### src/rtl/pipe_stage_buf_if.sv
// Valid/ready handshake bus carrying one DW-bit pipeline payload.
interface pipe_stage_buf_if #(
    parameter int unsigned DW = 114
);
    logic          valid;
    logic          ready;
    logic [DW-1:0] data;

    // Producer side drives valid/data, consumer side drives ready.
    modport master (output valid, output data, input ready);
    modport slave  (input valid, input data, output ready);
endinterface

### src/rtl/pipe_stage_buf.sv
// Parametrised pipeline stage register: valid/ready handshake, optional
// 2-entry skid buffer (registered ready), flush, stall/bubble counters.
module pipe_stage_buf #(
    parameter int unsigned DW    = 114,
    parameter int unsigned SKID  = 1,
    parameter int unsigned CNT_W = 16
) (
    input  logic               clk,
    input  logic               rst,
    input  logic               flush_i,
    pipe_stage_buf_if.slave    in_if,
    pipe_stage_buf_if.master   out_if,
    output logic [CNT_W-1:0]   stall_cnt_o,
    output logic [CNT_W-1:0]   bubble_cnt_o
);

    // ST_ONE doubles as FULL when the skid entry is disabled.
    localparam logic [1:0] ST_EMPTY = 2'd0;
    localparam logic [1:0] ST_ONE   = 2'd1;
    localparam logic [1:0] ST_TWO   = 2'd2;

    logic [1:0]       state_q, state_d;
    logic [DW-1:0]    main_q, main_d;
    logic [DW-1:0]    skid_q, skid_d;
    logic             out_valid_q, out_valid_d;
    logic [CNT_W-1:0] stall_cnt_q, bubble_cnt_q;

    logic             in_ready;
    logic             xfer_in;
    logic             xfer_out;

    assign xfer_in  = in_if.valid & in_ready;
    assign xfer_out = out_valid_q & out_if.ready;

    // Ready generation: registered from next state with skid, else pass-through.
    if (SKID != 0) begin : g_skid
        logic in_ready_q;

        // Ready is dropped only while both entries are occupied.
        always_ff @(posedge clk) begin
            if (rst) begin
                in_ready_q <= 1'b1;
            end else begin
                in_ready_q <= (state_d != ST_TWO);
            end
        end

        assign in_ready = in_ready_q;
    end else begin : g_noskid
        assign in_ready = ~out_valid_q | out_if.ready;
    end

    // Next-state and payload movement; flush wins over any incoming transfer.
    always_comb begin
        state_d = state_q;
        main_d  = main_q;
        skid_d  = skid_q;
        if (flush_i) begin
            state_d = ST_EMPTY;
            main_d  = '0;
            skid_d  = '0;
        end else begin
            case (state_q)
                ST_EMPTY: begin
                    if (xfer_in) begin
                        state_d = ST_ONE;
                        main_d  = in_if.data;
                    end
                end
                ST_ONE: begin
                    if (xfer_in && xfer_out) begin
                        main_d = in_if.data;
                    end else if (xfer_in && (SKID != 0)) begin
                        state_d = ST_TWO;
                        skid_d  = in_if.data;
                    end else if (xfer_out) begin
                        state_d = ST_EMPTY;
                        main_d  = '0;
                    end
                end
                ST_TWO: begin
                    if (xfer_out) begin
                        state_d = ST_ONE;
                        main_d  = skid_q;
                        skid_d  = '0;
                    end
                end
                default: begin
                    state_d = ST_EMPTY;
                    main_d  = '0;
                    skid_d  = '0;
                end
            endcase
        end
        out_valid_d = (state_d != ST_EMPTY);
    end

    // State and payload registers.
    always_ff @(posedge clk) begin
        if (rst) begin
            state_q     <= ST_EMPTY;
            main_q      <= '0;
            skid_q      <= '0;
            out_valid_q <= 1'b0;
        end else begin
            state_q     <= state_d;
            main_q      <= main_d;
            skid_q      <= skid_d;
            out_valid_q <= out_valid_d;
        end
    end

    // Saturating stall/bubble counters, cleared only by reset.
    always_ff @(posedge clk) begin
        if (rst) begin
            stall_cnt_q  <= '0;
            bubble_cnt_q <= '0;
        end else begin
            if (out_valid_q && !out_if.ready && (stall_cnt_q != '1)) begin
                stall_cnt_q <= stall_cnt_q + CNT_W'(1);
            end
            if (!out_valid_q && out_if.ready && (bubble_cnt_q != '1)) begin
                bubble_cnt_q <= bubble_cnt_q + CNT_W'(1);
            end
        end
    end

    assign in_if.ready  = in_ready;
    assign out_if.valid = out_valid_q;
    assign out_if.data  = main_q;
    assign stall_cnt_o  = stall_cnt_q;
    assign bubble_cnt_o = bubble_cnt_q;

endmodule

### src/flat_wrapper.sv
// flat-port wrapper written by rule: the top's interface ports become plain ports
module pipe_stage_buf_flat 
#(
    parameter int unsigned DW    = 114,
    parameter int unsigned SKID  = 1,
    parameter int unsigned CNT_W = 16
)
  (clk, rst, flush_i, stall_cnt_o, bubble_cnt_o, in_if_valid, in_if_data, in_if_ready, out_if_valid, out_if_data, out_if_ready);
  pipe_stage_buf_if #(.DW(DW)) in_if_i ();
  pipe_stage_buf_if #(.DW(DW)) out_if_i ();
  input  logic clk;
  input  logic rst;
  input  logic flush_i;
  output logic [CNT_W-1:0] stall_cnt_o;
  output logic [CNT_W-1:0] bubble_cnt_o;
  input wire logic [$bits(in_if_i.valid)-1:0] in_if_valid;
  input wire logic [$bits(in_if_i.data)-1:0] in_if_data;
  output wire logic [$bits(in_if_i.ready)-1:0] in_if_ready;
  output wire logic [$bits(out_if_i.valid)-1:0] out_if_valid;
  output wire logic [$bits(out_if_i.data)-1:0] out_if_data;
  input wire logic [$bits(out_if_i.ready)-1:0] out_if_ready;
  assign in_if_i.valid = in_if_valid;
  assign in_if_i.data = in_if_data;
  assign in_if_ready = in_if_i.ready;
  assign out_if_valid = out_if_i.valid;
  assign out_if_data = out_if_i.data;
  assign out_if_i.ready = out_if_ready;
  pipe_stage_buf #(.DW(DW), .SKID(SKID), .CNT_W(CNT_W)) u_core (.clk(clk), .rst(rst), .flush_i(flush_i), .in_if(in_if_i), .out_if(out_if_i), .stall_cnt_o(stall_cnt_o), .bubble_cnt_o(bubble_cnt_o));
endmodule
### config.mk
export PLATFORM = sky130hd
export DESIGN_NAME = pipe_stage_buf_flat
export DESIGN_NICKNAME = d
export VERILOG_FILES = /design/src/rtl/pipe_stage_buf_if.sv /design/src/rtl/pipe_stage_buf.sv /design/src/flat_wrapper.sv
export SDC_FILE = /design/constraint.sdc
export NUM_CORES = 1
export LEC_CHECK = 0
export ABC_AREA = 1
export CAP_MARGIN = 20
export CORE_MARGIN = 2
export CORE_UTILIZATION = 25
export DETAILED_ROUTE_END_ITERATION = 16
export PLACE_DENSITY = 0.49
export SYNTH_ARGS = -nofsm -noshare
export SYNTH_HDL_FRONTEND = slang
export SYNTH_SLANG_ARGS = --single-unit
### constraint.sdc
create_clock -name clk -period 1.8 [get_ports clk]
set_input_delay 0.27 -clock clk [delete_from_list [all_inputs] [get_ports clk]]
set_output_delay 0.27 -clock clk [all_outputs]
set_load 0.01 [all_outputs]
==> flow_metrics.tcl, run 1 <==
set metrics [dict create \
    start_util_pct 25.4 \
    async_flop_share_pct 0 \
    hold_path_class "in2reg" \
    irDropWorstVdd_uv 567 \
    grt_pass1_wl_um 67400 \
    slowest_delay_ps 570 \
    drt_iter0_markers 691 \
    ys_seq_area_share_pct 43.6 \
    rsz0062_at_grt "no" \
    final_cell_mix "nand2_1 (594), dfxtp_1 (250), clkdlybuf4s50_1 (240)" \
    drtPass1Iterations 6 \
    p_total_w 0.0151 \
    vias 12676 \
    synth_compound_area_share_pct 18.2 \
    crit_fanout 2 \
    clkTransAtPathRegs_ps 60 \
    seqPwrFrac_pct 40.4 \
    post_cts_buffers 0 \
    gp_congestion 0.813 \
    syn_area_sq_mm 0.0121 \
    drc 0 \
    tightest_slew_ps 492 \
    synth_edf_count 0 \
    clk_latency_ps 530 \
    dr_wl_met3_um 2500 \
    crit_path_top_delay_cell "clkdlybuf4s50_1" \
    synth-simple-area-share_pct 29.5 \
    max_cap_violations 0 \
    topRoutingLayerUsed "met5" \
    port_buffers 266 \
    numCtsBuffers 35 \
    crit_family "buffers and inverters" \
    max-slew-margin-rel_pct 67.2 \
    ctsHoldBuffers 0 \
    fp.dieH_um 224 \
    fin_crit_ps 1760 \
    ant_nets 0 \
    endpoint_kind "output pin" \
    finalHoldViolCount 0 \
    grt_pass1_vias 12271 \
    status "complete, no violations" \
    synth_area_leader_cell "dfxtp_1" \
    worstPathCellList "clkdlybuf4s50_1" \
    mostFrequentLayoutCell "nand2_1" \
    cts_tree "done" \
    p_leak_nw 6.57 \
    swShare_pct 25.6 \
    grt_overflow_total 0 \
    synth_top_family_by_area "simple AND/OR/NAND/NOR gates" \
    synth.avg_cell_area_sq_um 6.72 \
    cts_max_path_buffers 3 \
    area.growth.synth_to_final_pct 41.0 \
    place_area_sq_mm 0.0159 \
    p_switching_w 0.00387 \
    synth_area_leaders "dfxtp_1 (44%), nand2_1 (18%), a21oi_1 (8.5%), o21ai_0 (6.2%), nor2_1 (6.0%)" \
    powerDensity_mw_per_mm2 885 \
    cp-start-kind "flop" \
    worstPathRequired_ps 1530 \
    power.internal_w 0.0112 \
    synthCells 1802 \
    crit_type "reg2out" \
    core_sq_mm 0.0477 \
    drive_above_1_share_pct 8.05 \
    hpwl_um 29100 \
    fin_skew_ps 18.5 \
    grt_usage_pct 16.7 \
    pwr-share-comb_pct 13.6 \
    via_per_inst 4.71 \
    synth_nets 1923 \
    dieArea_sq_mm 0.0502 \
    finalMaxSlewViolations 0 \
    grt_max_degree 73 \
    drt-met1-wl_um 19600 \
    pin_count 267 \
    final_cell_area_sq_mm 0.0171 \
    fmax_mhz 569 \
    antenna_found_initial 3 \
    route.met2.wl_um 19700 \
    period_share_pct 97.7 \
    yosys_most_used_dff "dfxtp_1" \
    ys_types 29 \
    ys_warn_count 0 \
    setup_viol_count_final 0 \
    cts_sinks 264 \
    pwr-share-clk_pct 45.9 \
    die_w_um 224 \
    cp_num_buf_inv 1 \
    synth_mux_area_share_pct 0 \
    root_buffer "clkbuf_16" \
    setup_tns_ps 0 \
    ys_ff_latch 264 \
    synth-adder-area-share_pct 0.207 \
    synth_top_area_share_pct 43.6 \
    fp-row-count 80 \
    final_net_count 2173 \
    wl_um 42700 \
    htreeDepth 2 \
    routedWlPerCell_um 15.9 \
    synth_xor_area_share_pct 0.940 \
    cp.arrival_ps 1490 \
]
==> final cells by class <==
| type | instances | area [sq um] |
|---|---|---|
| multi-input combinational | 1324 | 5960 |
| sequential | 264 | 5310 |
| tap | 615 | 769 |
| timing repair buffer | 348 | 3600 |
| clock inverter | 6 | 80.1 |
| fill | 5006 | 30700 |
| antenna | 1 | 2.50 |
| inverter | 79 | 304 |
| clock buffer | 54 | 1060 |
==> synth_stat cells, types with 2 or more instances <==
cell type    n
dfxtp_1    264
inv_2        6
xnor2_1      5
o211ai_1    47
o21ai_1      7
buf_2       52
nand2_2      2
nor2_1     193
clkbuf_1    68
nand4_1     39
xor2_1       8
buf_6        2
buf_4        6
a21oi_1    205
nand2_1    596
nor2_2       4
buf_1        7
nand3_1     59
inv_1       73
ha_1         2
o21ai_0    149
==> flip-flops by register name (all words and copies together) (netlist names) <==
signal               count
u_core.bubble_cnt_o     16
u_core.in_if.ready       1
u_core.out_if.valid      1
u_core.stall_cnt_o      16
u_core.state_q           2
u_core.out_if.data     114
u_core.skid_q          114
==> power groups by stage <==
stage / combinational [W] / clock [W] / sequential, W
after floorplan: 0.000950 / 0 / 0.00627
after global placement: 0.00207 / 0 / 0.00624
after detailed placement: 0.00208 / 0 / 0.00624
after CTS: 0.00208 / 0.00717 / 0.00611
after global routing: 0.00227 / 0.00741 / 0.00613
final: 0.00206 / 0.00694 / 0.00611
==> worst min-delay path: cells and delay by family <==
family | cells | cell delay (ps)
buf+inv | 1 | 410
compound gates | 1 | 60
simple gates | 1 | 90
==> timing repair <==
item	4_1_cts	5_1_grt
pin swaps	0	2
resized for setup	30	13
endpoints found under the setup margin	30	34
==> metrics by stage <==
| stage | worst slack (ps) | hold slack [ps] | util [%] | std cells |
|---|---|---|---|---|
| global route | 0.679 | 343 | 35.8 | 2690 |
| floorplan | 246 | 346 | - | 1802 |
| global placement | -239 | 450 | 33.3 | 2630 |
| detailed placement | -267 | 453 | 33.3 | 2630 |
| finish | 41.2 | 349 | 35.8 | 2691 |
| CTS | 0.593 | 323 | 35.7 | 2690 |
==> worst paths after layout <==
kind	from	end	cells after the start	slack, ps
min	in_if_data[95]	u_core.skid_q[95]	3	350
max	u_core.out_if.data[1]	out_if_data[1]	1	40
min reg2reg	u_core.out_if.data[19]	u_core.out_if.data[19]	2	460
max reg2reg	u_core.in_if.ready	u_core.skid_q[7]	8	150
==> kinds of logic after synthesis <==
| group | after synthesis |
|---|---|
| AO/OA/AOI/OAI | 412 |
| AND/OR/NAND/NOR | 897 |
| adder cells (fa/ha/maj) | 2 |
| flip-flops | 264 |
| buffers and inverters | 214 |
| XOR/XNOR | 13 |
==> routing by layer <==
| metal | vias up | global-route usage [%] |
|---|---|---|
| met1 | 5931 | 21.6 |
| met4 | 4 | 4.26 |
| met3 | 59 | 4.03 |
| li1 | 6370 | - |
| met2 | 312 | 28.0 |
| met5 | - | 0 |
Power figures use the tool's default switching activity.
==> run 2, diff against run 1 <==
==> constraint.sdc (replaced) <==
create_clock -name clk -period 1.95 [get_ports clk]
set_input_delay 0.2925 -clock clk [delete_from_list [all_inputs] [get_ports clk]]
set_output_delay 0.2925 -clock clk [all_outputs]
set_load 0.01 [all_outputs]
==> run 2 against run 1 <==
Effect of this change: wire length is 1.0% lower; clock power shrank 13%; count of clock-buffer cells in the layout is 2 lower; hold slack improved by 17 ps; clock skew is 11 ps lower; cell count decreased by 0.78%; core utilization down 0.51 points; worst setup slack gained 26 ps; flip-flop and latch count unchanged; non-clock buffer count down 19; combinational power is 9.7% lower; first-iteration DRC count is 0.29% higher; largest power group unchanged.
==> flow_metrics.tcl, run 2 (synthesis results as in run 1) <==
set metrics [dict create \
    start_util_pct 25.4 \
    slowest_delay_ps 600 \
    ctsHoldBuffers 0 \
    cts_max_path_buffers 3 \
    grt_usage_pct 16.7 \
    holdPathEnd "u_core.skid_q[111]" \
    area.growth.synth_to_final_pct 39.0 \
    drc 0 \
    period_share_pct 96.5 \
    routedWlPerCell_um 15.8 \
    reg2reg_to "u_core.stall_cnt_o[9]" \
    gp_congestion 0.808 \
    clk_latency_ps 530 \
    final_cell_area_sq_mm 0.0168 \
    crit_path_top_delay_cell "clkdlybuf4s50_1" \
    placed_cells 2611 \
    grt_pass1_wl_um 67200 \
    final_core_util_pct 35.3 \
    clkTransAtPathRegs_ps 60 \
    ff2ff_path_depth 8 \
    status "complete, no violations" \
    final_net_count 2153 \
    hp-start "in_if_data[111]" \
    fin_skew_ps 7.79 \
    seq_area_sq_mm 0.00529 \
    port_buffers 266 \
    endpoint_kind "output pin" \
    ant_nets 0 \
    p_leak_nw 6.24 \
    cts_sinks 264 \
    setup_viol_count_final 0 \
    grt_max_degree 73 \
    min_delay_path_depth 3 \
    antenna_found_initial 4 \
    max_cap_violations 0 \
    crit_family "buffers and inverters" \
    fin_crit_ps 1880 \
    dieArea_sq_mm 0.0502 \
    fp-row-count 80 \
    hpwl_um 28600 \
    core_sq_mm 0.0477 \
    worstPathRequired_ps 1660 \
    wl_um 42300 \
    htreeDepth 2 \
    grt_pass1_vias 12053 \
    worstPathCellList "clkdlybuf4s50_1" \
    cp.arrival_ps 1590 \
    final_cell_mix "nand2_1 (595), clkdlybuf4s50_1 (266), dfxtp_1 (262)" \
    finalHoldViolCount 0 \
    irDropWorstVdd_uv 476 \
    tightest_slew_ps 440 \
    drive_above_1_share_pct 6.52 \
    grt_overflow_total 0 \
    finalMaxSlewViolations 0 \
    nFillCells 5084 \
    drtPass1Iterations 5 \
    vias 12480 \
    hold_path_class "in2reg" \
    mostFrequentLayoutCell "nand2_1" \
    reg2reg_from "u_core.stall_cnt_o[0]" \
    multi_input_area_sq_mm 0.00595 \
    max-slew-margin-rel_pct 70.6 \
    crit_type "reg2out" \
    crit_fanout 4 \
    drt_iter0_markers 693 \
    die_w_um 224 \
    powerDensity_mw_per_mm2 806 \
    antenna-diode-count 0 \
    place_area_sq_mm 0.0158 \
    layoutNonFillerInstCount 2670 \
    cp-start-kind "flop" \
    fp.dieH_um 224 \
    rsz0062_at_grt "no" \
    root_buffer "clkbuf_16" \
    fmax_mhz 531 \
    via_per_inst 4.67 \
    ff2ff_setup_slack_ps 300 \
    numCtsBuffers 34 \
    pin_count 267 \
    cp_num_buf_inv 1 \
    cts_tree "done" \
]
run 2: cell types whose count changed in the layout (fill, tap and decap cells not counted), moves of 3 or more:
cell	previous run	this run
dfxtp_1	250	262
dlygate4sd2_1	19	0
clkbuf_16	37	34
clkdlybuf4s50_1	240	266
dlymetal6s2s_1	7	0
buf_4	56	37
dfxtp_2	13	1
run 2: metrics by stage:
step	hold slack (ps)	setup TNS (ps)	power, W	worst slack (ps)
after floorplan	369	0	0.00667	396
after CTS	331	0	0.0138	40.0
after detailed placement	457	-3750	0.00766	-80.3
after global routing	371	0	0.0142	2.00
final	367	0	0.0136	67.6
after global placement	453	-3510	0.00765	-92.9
run 2: how the worst max path moves through the flow:
stage                            from                       to  slack [ps]  cells after the start
2_1_floorplan  u_core.bubble_cnt_o[0]  u_core.bubble_cnt_o[11]         400                      9
3_3_place_gp             out_if_ready        u_core.skid_q[69]         -90                      8
3_5_place_dp             out_if_ready        u_core.skid_q[64]         -80                      8
4_1_cts        u_core.bubble_cnt_o[2]          bubble_cnt_o[2]          40                      1
5_1_grt         u_core.stall_cnt_o[3]           stall_cnt_o[3]           2                      1
6_report          u_core.out_if.valid             out_if_valid          70                      1
run 2: timing repair:
| item | in CTS | in global routing |
|---|---|---|
| resized for setup | 0 | 2 |
| buffers inserted | 0 | 0 |
| setup endpoints to repair | 0 | 2 |
run 2: routing by layer:
| metal | wire (um) | part of all wire (%) | GRT usage [%] | vias up |
|---|---|---|---|---|
| li1 | - | - | - | 6331 |
| met1 | 19500 | 46 | 21.6 | 5822 |
| met2 | 19800 | 47 | 27.7 | 277 |
| met3 | 2280 | 5.4 | 3.79 | 44 |
| met4 | 645 | 1.5 | 4.65 | 6 |
| met5 | 40 | 0.095 | 0 | - |
run 2: layout make-up:
class | instances | share of cell area (%)
Clock buffer | 52 | 5.99
Clock inverter | 7 | 0.320
Inverter | 79 | 1.81
Multi-Input combinational cell | 1324 | 35.3
Sequential cell | 264 | 31.4
Tap cell | 615 | 4.57
Timing Repair Buffer | 329 | 20.6
run 2: report_power, final:
group,switching [W],total (W),internal [W]
sequential,0.0000997,0.00565,0.00555
clock,0.00249,0.00606,0.00357
combinational,0.00103,0.00186,0.000827
total,0.00363,0.0136,0.00995
==> run 3, diff against run 2 <==
--- a/config.mk
+++ b/config.mk
@@ -10,6 +10,7 @@
 export CORE_MARGIN = 2
 export CORE_UTILIZATION = 25
 export DETAILED_ROUTE_END_ITERATION = 16
+export GPL_ROUTABILITY_DRIVEN = 0
 export PLACE_DENSITY = 0.49
 export SYNTH_ARGS = -nofsm -noshare
 export SYNTH_HDL_FRONTEND = slang
==> results of run 3 <==
No change in the layout: final DEF, timing and power equal those of run 2.
==> RTL edit 1, RTL diff (config.mk and constraints of run 3) <==
`DW` is set to 114 in 3 places; all go to 228.
--- a/src/rtl/pipe_stage_buf_if.sv
+++ b/src/rtl/pipe_stage_buf_if.sv
@@ -1,6 +1,6 @@
 // Valid/ready handshake bus carrying one DW-bit pipeline payload.
 interface pipe_stage_buf_if #(
-    parameter int unsigned DW = 114
+    parameter int unsigned DW = 228
 );
     logic          valid;
     logic          ready;
--- a/src/rtl/pipe_stage_buf.sv
+++ b/src/rtl/pipe_stage_buf.sv
@@ -1,7 +1,7 @@
 // Parametrised pipeline stage register: valid/ready handshake, optional
 // 2-entry skid buffer (registered ready), flush, stall/bubble counters.
 module pipe_stage_buf #(
-    parameter int unsigned DW    = 114,
+    parameter int unsigned DW    = 228,
     parameter int unsigned SKID  = 1,
     parameter int unsigned CNT_W = 16
 ) (
--- a/src/flat_wrapper.sv
+++ b/src/flat_wrapper.sv
@@ -1,7 +1,7 @@
 // flat-port wrapper written by rule: the top's interface ports become plain ports
 module pipe_stage_buf_flat 
 #(
-    parameter int unsigned DW    = 114,
+    parameter int unsigned DW    = 228,
     parameter int unsigned SKID  = 1,
     parameter int unsigned CNT_W = 16
 )
Interface: changed (resized in_if_data and out_if_data); port bits go from 267 to 495. The function was not compared with the original's and may differ.
==> RTL edit 1 against run 3 <==
  * Area after synthesis grew 82%
  * Global-route usage grew 1.3 points
  * Largest power group unchanged
  * Combinational power grew 87%
  * Clock power grew 80%
  * Critical path type unchanged
  * Routed wire length grew 100%
  * Fmax shrank 0.22%
  * Highest routed layer unchanged
  * Final area grew 88%
  * Non-clock buffer count grew 372
  * Power grew 83%
  * Sequential cell count grew 228
  * Core utilization grew 1.1 points
  * Worst setup slack lost 0.0041 ns
==> RTL edit 1: results (changes against run 3) <==
{
  "number_of_antenna_violations_at_the_first_check_in_global_routing": {"value": 9, "change": "+5"},
  "clk_latency": {"value": 0.61, "unit": "ns", "change": "+0.08 ns"},
  "slowest_stage_delay_cp": {"value": 0.68, "unit": "ns", "change": "+0.08 ns"},
  "drive_above_1_share": {"value": 8.58, "unit": "%", "change": "+2.1 points"},
  "crit_path_max_fanout": {"value": 2, "change": "-2"},
  "instance_area_at_placement": {"value": 29600, "unit": "µm²", "change": "+88%"},
  "power_sequential": {"value": 10.4, "unit": "mW", "change": "+84%"},
  "port_buffers": {"value": 494, "change": "+86%"},
  "post_synth_main_area_contributors": "sky130_fd_sc_hd__dfxtp_1 (45%), sky130_fd_sc_hd__nand2_1 (20%), sky130_fd_sc_hd__a21oi_1 (11%)",
  "data_arrival_at_the_endpoint_of_the_critical_path": {"value": 1.59, "unit": "ns", "change": "about the same"},
  "grtUsageMet2": {"value": 29.5, "unit": "%", "change": "+1.7 points"},
  "route.vias.total": {"value": 22700, "change": "+82%"},
  "place_hpwl": {"value": 58.6, "unit": "mm", "change": "+100%"},
  "grt_use_total": {"value": 18.0, "unit": "%", "change": "+1.3 points"},
  "grt_pass1_vias": {"value": 22100, "change": "+83%"},
  "power.share.clock": {"value": 43.8, "unit": "%", "change": "-0.9 points"},
  "fin_nets": {"value": 4016, "change": "+87%"},
  "dp.cells": {"value": 4872, "change": "+87%"},
  "synth_cell_type_count": {"value": 28, "change": "-3.4%"},
  "groute.layer.met3.usage": {"value": 4.24, "unit": "%", "change": "+0.45 points"},
  "worst_ir_drop_vdd": {"value": 0.569, "unit": "mV", "change": "+19%"},
  "grt_util_met1": {"value": 24.1, "unit": "%", "change": "+2.4 points"},
  "tightestPinTransition": {"value": 0.667, "unit": "ns", "change": "+0.226 ns"},
  "grt_start_max_net_pins": {"value": 83, "change": "+14%"},
  "finalClockSkew": {"value": 0.0326, "unit": "ns", "change": "+0.0248 ns"},
  "seq_area_frac_synth": {"value": 44.7, "unit": "%", "change": "+1.1 points"},
  "post_synth.cell_area_avg": {"value": 6.73, "unit": "µm²", "change": "about the same"},
  "totalWireLength": {"value": 84.6, "unit": "mm", "change": "+100%"},
  "switching_share": {"value": 26.3, "unit": "%", "change": "-0.40 points"},
  "synth.cells.most_frequent": "sky130_fd_sc_hd__nand2_1 (1,171), sky130_fd_sc_hd__dfxtp_1 (492), sky130_fd_sc_hd__a21oi_1 (470)",
  "detailedPlace.worstSlack": {"value": -0.358, "unit": "ns", "change": "-0.278 ns"},
  "synth.net_count": {"value": 3508, "change": "+82%"},
  "status": "complete, no violations",
  "initial_drt_markers": {"value": 1326, "change": "+91%"},
  "wire_length_of_the_first_global_routing_pass": {"value": 130, "unit": "mm", "change": "+94%"},
  "leakagePower": {"value": 12.3, "unit": "nW", "change": "+97%"}
}
## RTL edit 1: changes by cell type in the layout (fill, tap and decap cells not counted), sizes merged, moves of 62 or more
cell           before   now
o21ai             158   284
buf                63   205
dfxtp             264   492
inv                81   143
clkdlybuf4s50     266   466
nand2             598  1173
nor2              198   308
a21oi             205   470
## RTL edit 1: layout make-up
type / count / area (µm²)
Fill cell: 9276 / 55400
Multi-Input combinational cell: 2389 / 10500
Sequential cell: 492 / 9870
Timing Repair Buffer: 701 / 7370
Clock buffer: 87 / 1700
Tap cell: 1155 / 1450
Inverter: 138 / 551
Clock inverter: 15 / 165
Timing Repair inverter: 2 / 17.5
Antenna cell: 6 / 15.0
## RTL edit 1: worst paths after layout
| check | startpoint | cells after the start | slack [ns] | to |
|---|---|---|---|---|
| worst max register to register | u_core.state_q[1] | 9 | 0.15 | u_core.out_if.data[136] |
| worst min register to register | u_core.skid_q[159] | 2 | 0.45 | u_core.skid_q[159] |
| worst max-delay path | u_core.out_if.data[149] | 1 | 0.06 | out_if_data[149] |
| worst min-delay path | in_if_data[208] | 3 | 0.32 | u_core.skid_q[208] |
## RTL edit 1: layer usage
layer | wire length, µm | share of wire, %
met1 | 39100 | 46
met2 | 38600 | 46
met3 | 5380 | 6.4
met4 | 1390 | 1.6
met5 | 53 | 0.063
## RTL edit 1: kinds of logic after synthesis
group / Yosys count / synth area share [%]
AND/OR/NAND/NOR: 1526 / 26.5
XOR/XNOR: 12 / 0.477
buffers and inverters: 392 / 7.80
AO/OA/AOI/OAI: 849 / 20.4
adder cells (fa/ha/maj): 2 / 0.114
flip-flops: 492 / 44.7
## RTL edit 1: what timing repair did
action                     CTS  global route
pin swaps                    0             2
resized for setup           34            13
setup endpoints to repair   99           110
hold endpoints to repair     0             0
setup buffers                0             1
gates cloned                 0             4
==> RTL edit 2, RTL diff (settings of run 3) <==
Without the edit above. Register the output `bubble_cnt_o` once more; this adds one clock of latency there. The other outputs are not delayed to match.
--- a/src/rtl/pipe_stage_buf.sv
+++ b/src/rtl/pipe_stage_buf.sv
@@ -129,7 +129,9 @@
     assign out_if.valid = out_valid_q;
     assign out_if.data  = main_q;
     assign stall_cnt_o  = stall_cnt_q;
-    assign bubble_cnt_o = bubble_cnt_q;
+    always_ff @(posedge clk) begin
+        bubble_cnt_o <= bubble_cnt_q;
+    end
 
 endmodule
 
Check against the original RTL: not equivalent (Yosys sat finds a counterexample within 4 cycles, from zero or initial values and one cycle with rst high).
==> RTL edit 2 against run 3 <==
  * Worst setup slack improved by 0.0047 ns
  * Routed wire length is 3.1% higher
  * Count of clock-buffer cells in the layout fell by 1
  * Clock skew up 0.0081 ns
  * Final area up 1.6%
  * Core utilization down 0.17 points
  * Sequential share of layout area up 1.4 points
  * Via count shrank 0.30%
  * Clock power is 7.1% higher
  * Power up 4.0%
  * Sequential cell count is 16 higher
  * Critical path depth unchanged
  * Area after synthesis is 1.4% higher
  * Critical path type unchanged
  * Critical endpoint is now stall_cnt_o[2]
==> RTL edit 2: results (changes against run 3) <==
{
  "totalWireLength": {"value": 43.6, "unit": "mm", "change": "+3.1%"},
  "final_cell_count_no_fill": {"value": 2741, "change": "+2.7%"},
  "power.share.clock": {"value": 46.0, "unit": "%", "change": "+1.3 points"},
  "drive_above_1_share": {"value": 6.14, "unit": "%", "change": "-0.38 points"},
  "met2WireLength": {"value": 20.3, "unit": "mm", "change": "+2.5%"},
  "synth.cells.most_frequent": "sky130_fd_sc_hd__nand2_1 (589), sky130_fd_sc_hd__dfxtp_1 (280), sky130_fd_sc_hd__nor2_1 (247)",
  "grtUsageMet2": {"value": 27.4, "unit": "%", "change": "-0.29 points"},
  "post_synth.cell_area_avg": {"value": 6.76, "unit": "µm²", "change": "+0.58%"},
  "grt_use_total": {"value": 16.8, "unit": "%", "change": "+0.094 points"},
  "status": "complete, no violations",
  "r2r-end": "u_core.out_if.valid",
  "detailedPlace.worstSlack": {"value": -0.0868, "unit": "ns", "change": "-0.00643 ns"},
  "worst_ir_drop_vdd": {"value": 0.664, "unit": "mV", "change": "+39%"},
  "place_hpwl": {"value": 28.4, "unit": "mm", "change": "-0.59%"},
  "groute.layer.met3.usage": {"value": 3.73, "unit": "%", "change": "-0.057 points"},
  "cts_inserted_buffers": {"value": 35, "change": "+2.9%"},
  "fillCellCount": {"value": 5191, "change": "+2.1%"},
  "min_from": "in_if_data[70]",
  "finalClockSkew": {"value": 0.0158, "unit": "ns", "change": "+0.00806 ns"},
  "wire_length_of_the_first_global_routing_pass": {"value": 67.3, "unit": "mm", "change": "+0.19%"},
  "synth_cell_type_count": {"value": 25, "change": "-14%"},
  "crit_path_max_fanout": {"value": 6, "change": "+2"},
  "total_power": {"value": 14.1, "unit": "mW", "change": "+4.0%"},
  "detail_route.vias_per_cell": {"value": 4.54, "change": "-2.9%"},
  "areaGrowthSynthToFinish_pct": 39.2,
  "fin_nets": {"value": 2164, "change": "+0.51%"},
  "initial_drt_markers": {"value": 823, "change": "+19%"},
  "instance_area_at_placement": {"value": 15900, "unit": "µm²", "change": "+1.0%"}
}
RTL edit 2: changes by cell type after synthesis, moves of 7 or more:
cell                      before  now
sky130_fd_sc_hd__nand4_1      39   11
sky130_fd_sc_hd__buf_2        52   43
sky130_fd_sc_hd__dfxtp_1     264  280
sky130_fd_sc_hd__nand2_1     596  589
sky130_fd_sc_hd__nor2_1      193  247
sky130_fd_sc_hd__nand3_1      59   42
RTL edit 2: cells by family (layout without fill, tap and decap cells):
| kind of cell | count (synthesis) | in the layout | synth area share, % |
|---|---|---|---|
| AO/OA/AOI/OAI | 418 | 418 | 18.2 |
| XOR/XNOR | 12 | 12 | 0.855 |
| adder cells (fa/ha/maj) | 2 | 2 | 0.204 |
| buffers and inverters | 209 | 460 | 6.92 |
| flip-flops | 280 | 280 | 45.6 |
| other | 0 | 9 | 0 |
| AND/OR/NAND/NOR | 896 | 896 | 28.2 |
RTL edit 2: cell type report:
class	instances	area share, %
Multi-Input combinational cell	1328	34.3
Tap cell	664	4.86
Clock inverter	11	0.534
Timing Repair Buffer	316	19.4
Antenna cell	9	0.132
Sequential cell	280	32.8
Inverter	82	1.84
Clock buffer	51	6.19
RTL edit 2: how the worst max path moves through the flow:
| stage | startpoint | end | slack [ns] | cells past startpoint |
|---|---|---|---|---|
| 2_1_floorplan | u_core.bubble_cnt_q[0] | u_core.bubble_cnt_q[11] | 0.44 | 9 |
| 3_3_place_gp | in_if_valid | u_core.out_if.data[111] | -0.05 | 8 |
| 3_5_place_dp | in_if_valid | u_core.out_if.data[107] | -0.09 | 8 |
| 4_1_cts | u_core.stall_cnt_o[3] | stall_cnt_o[3] | 0.01 | 1 |
| 5_1_grt | u_core.stall_cnt_o[14] | stall_cnt_o[14] | 0.01 | 1 |
| 6_report | u_core.stall_cnt_o[2] | stall_cnt_o[2] | 0.07 | 1 |
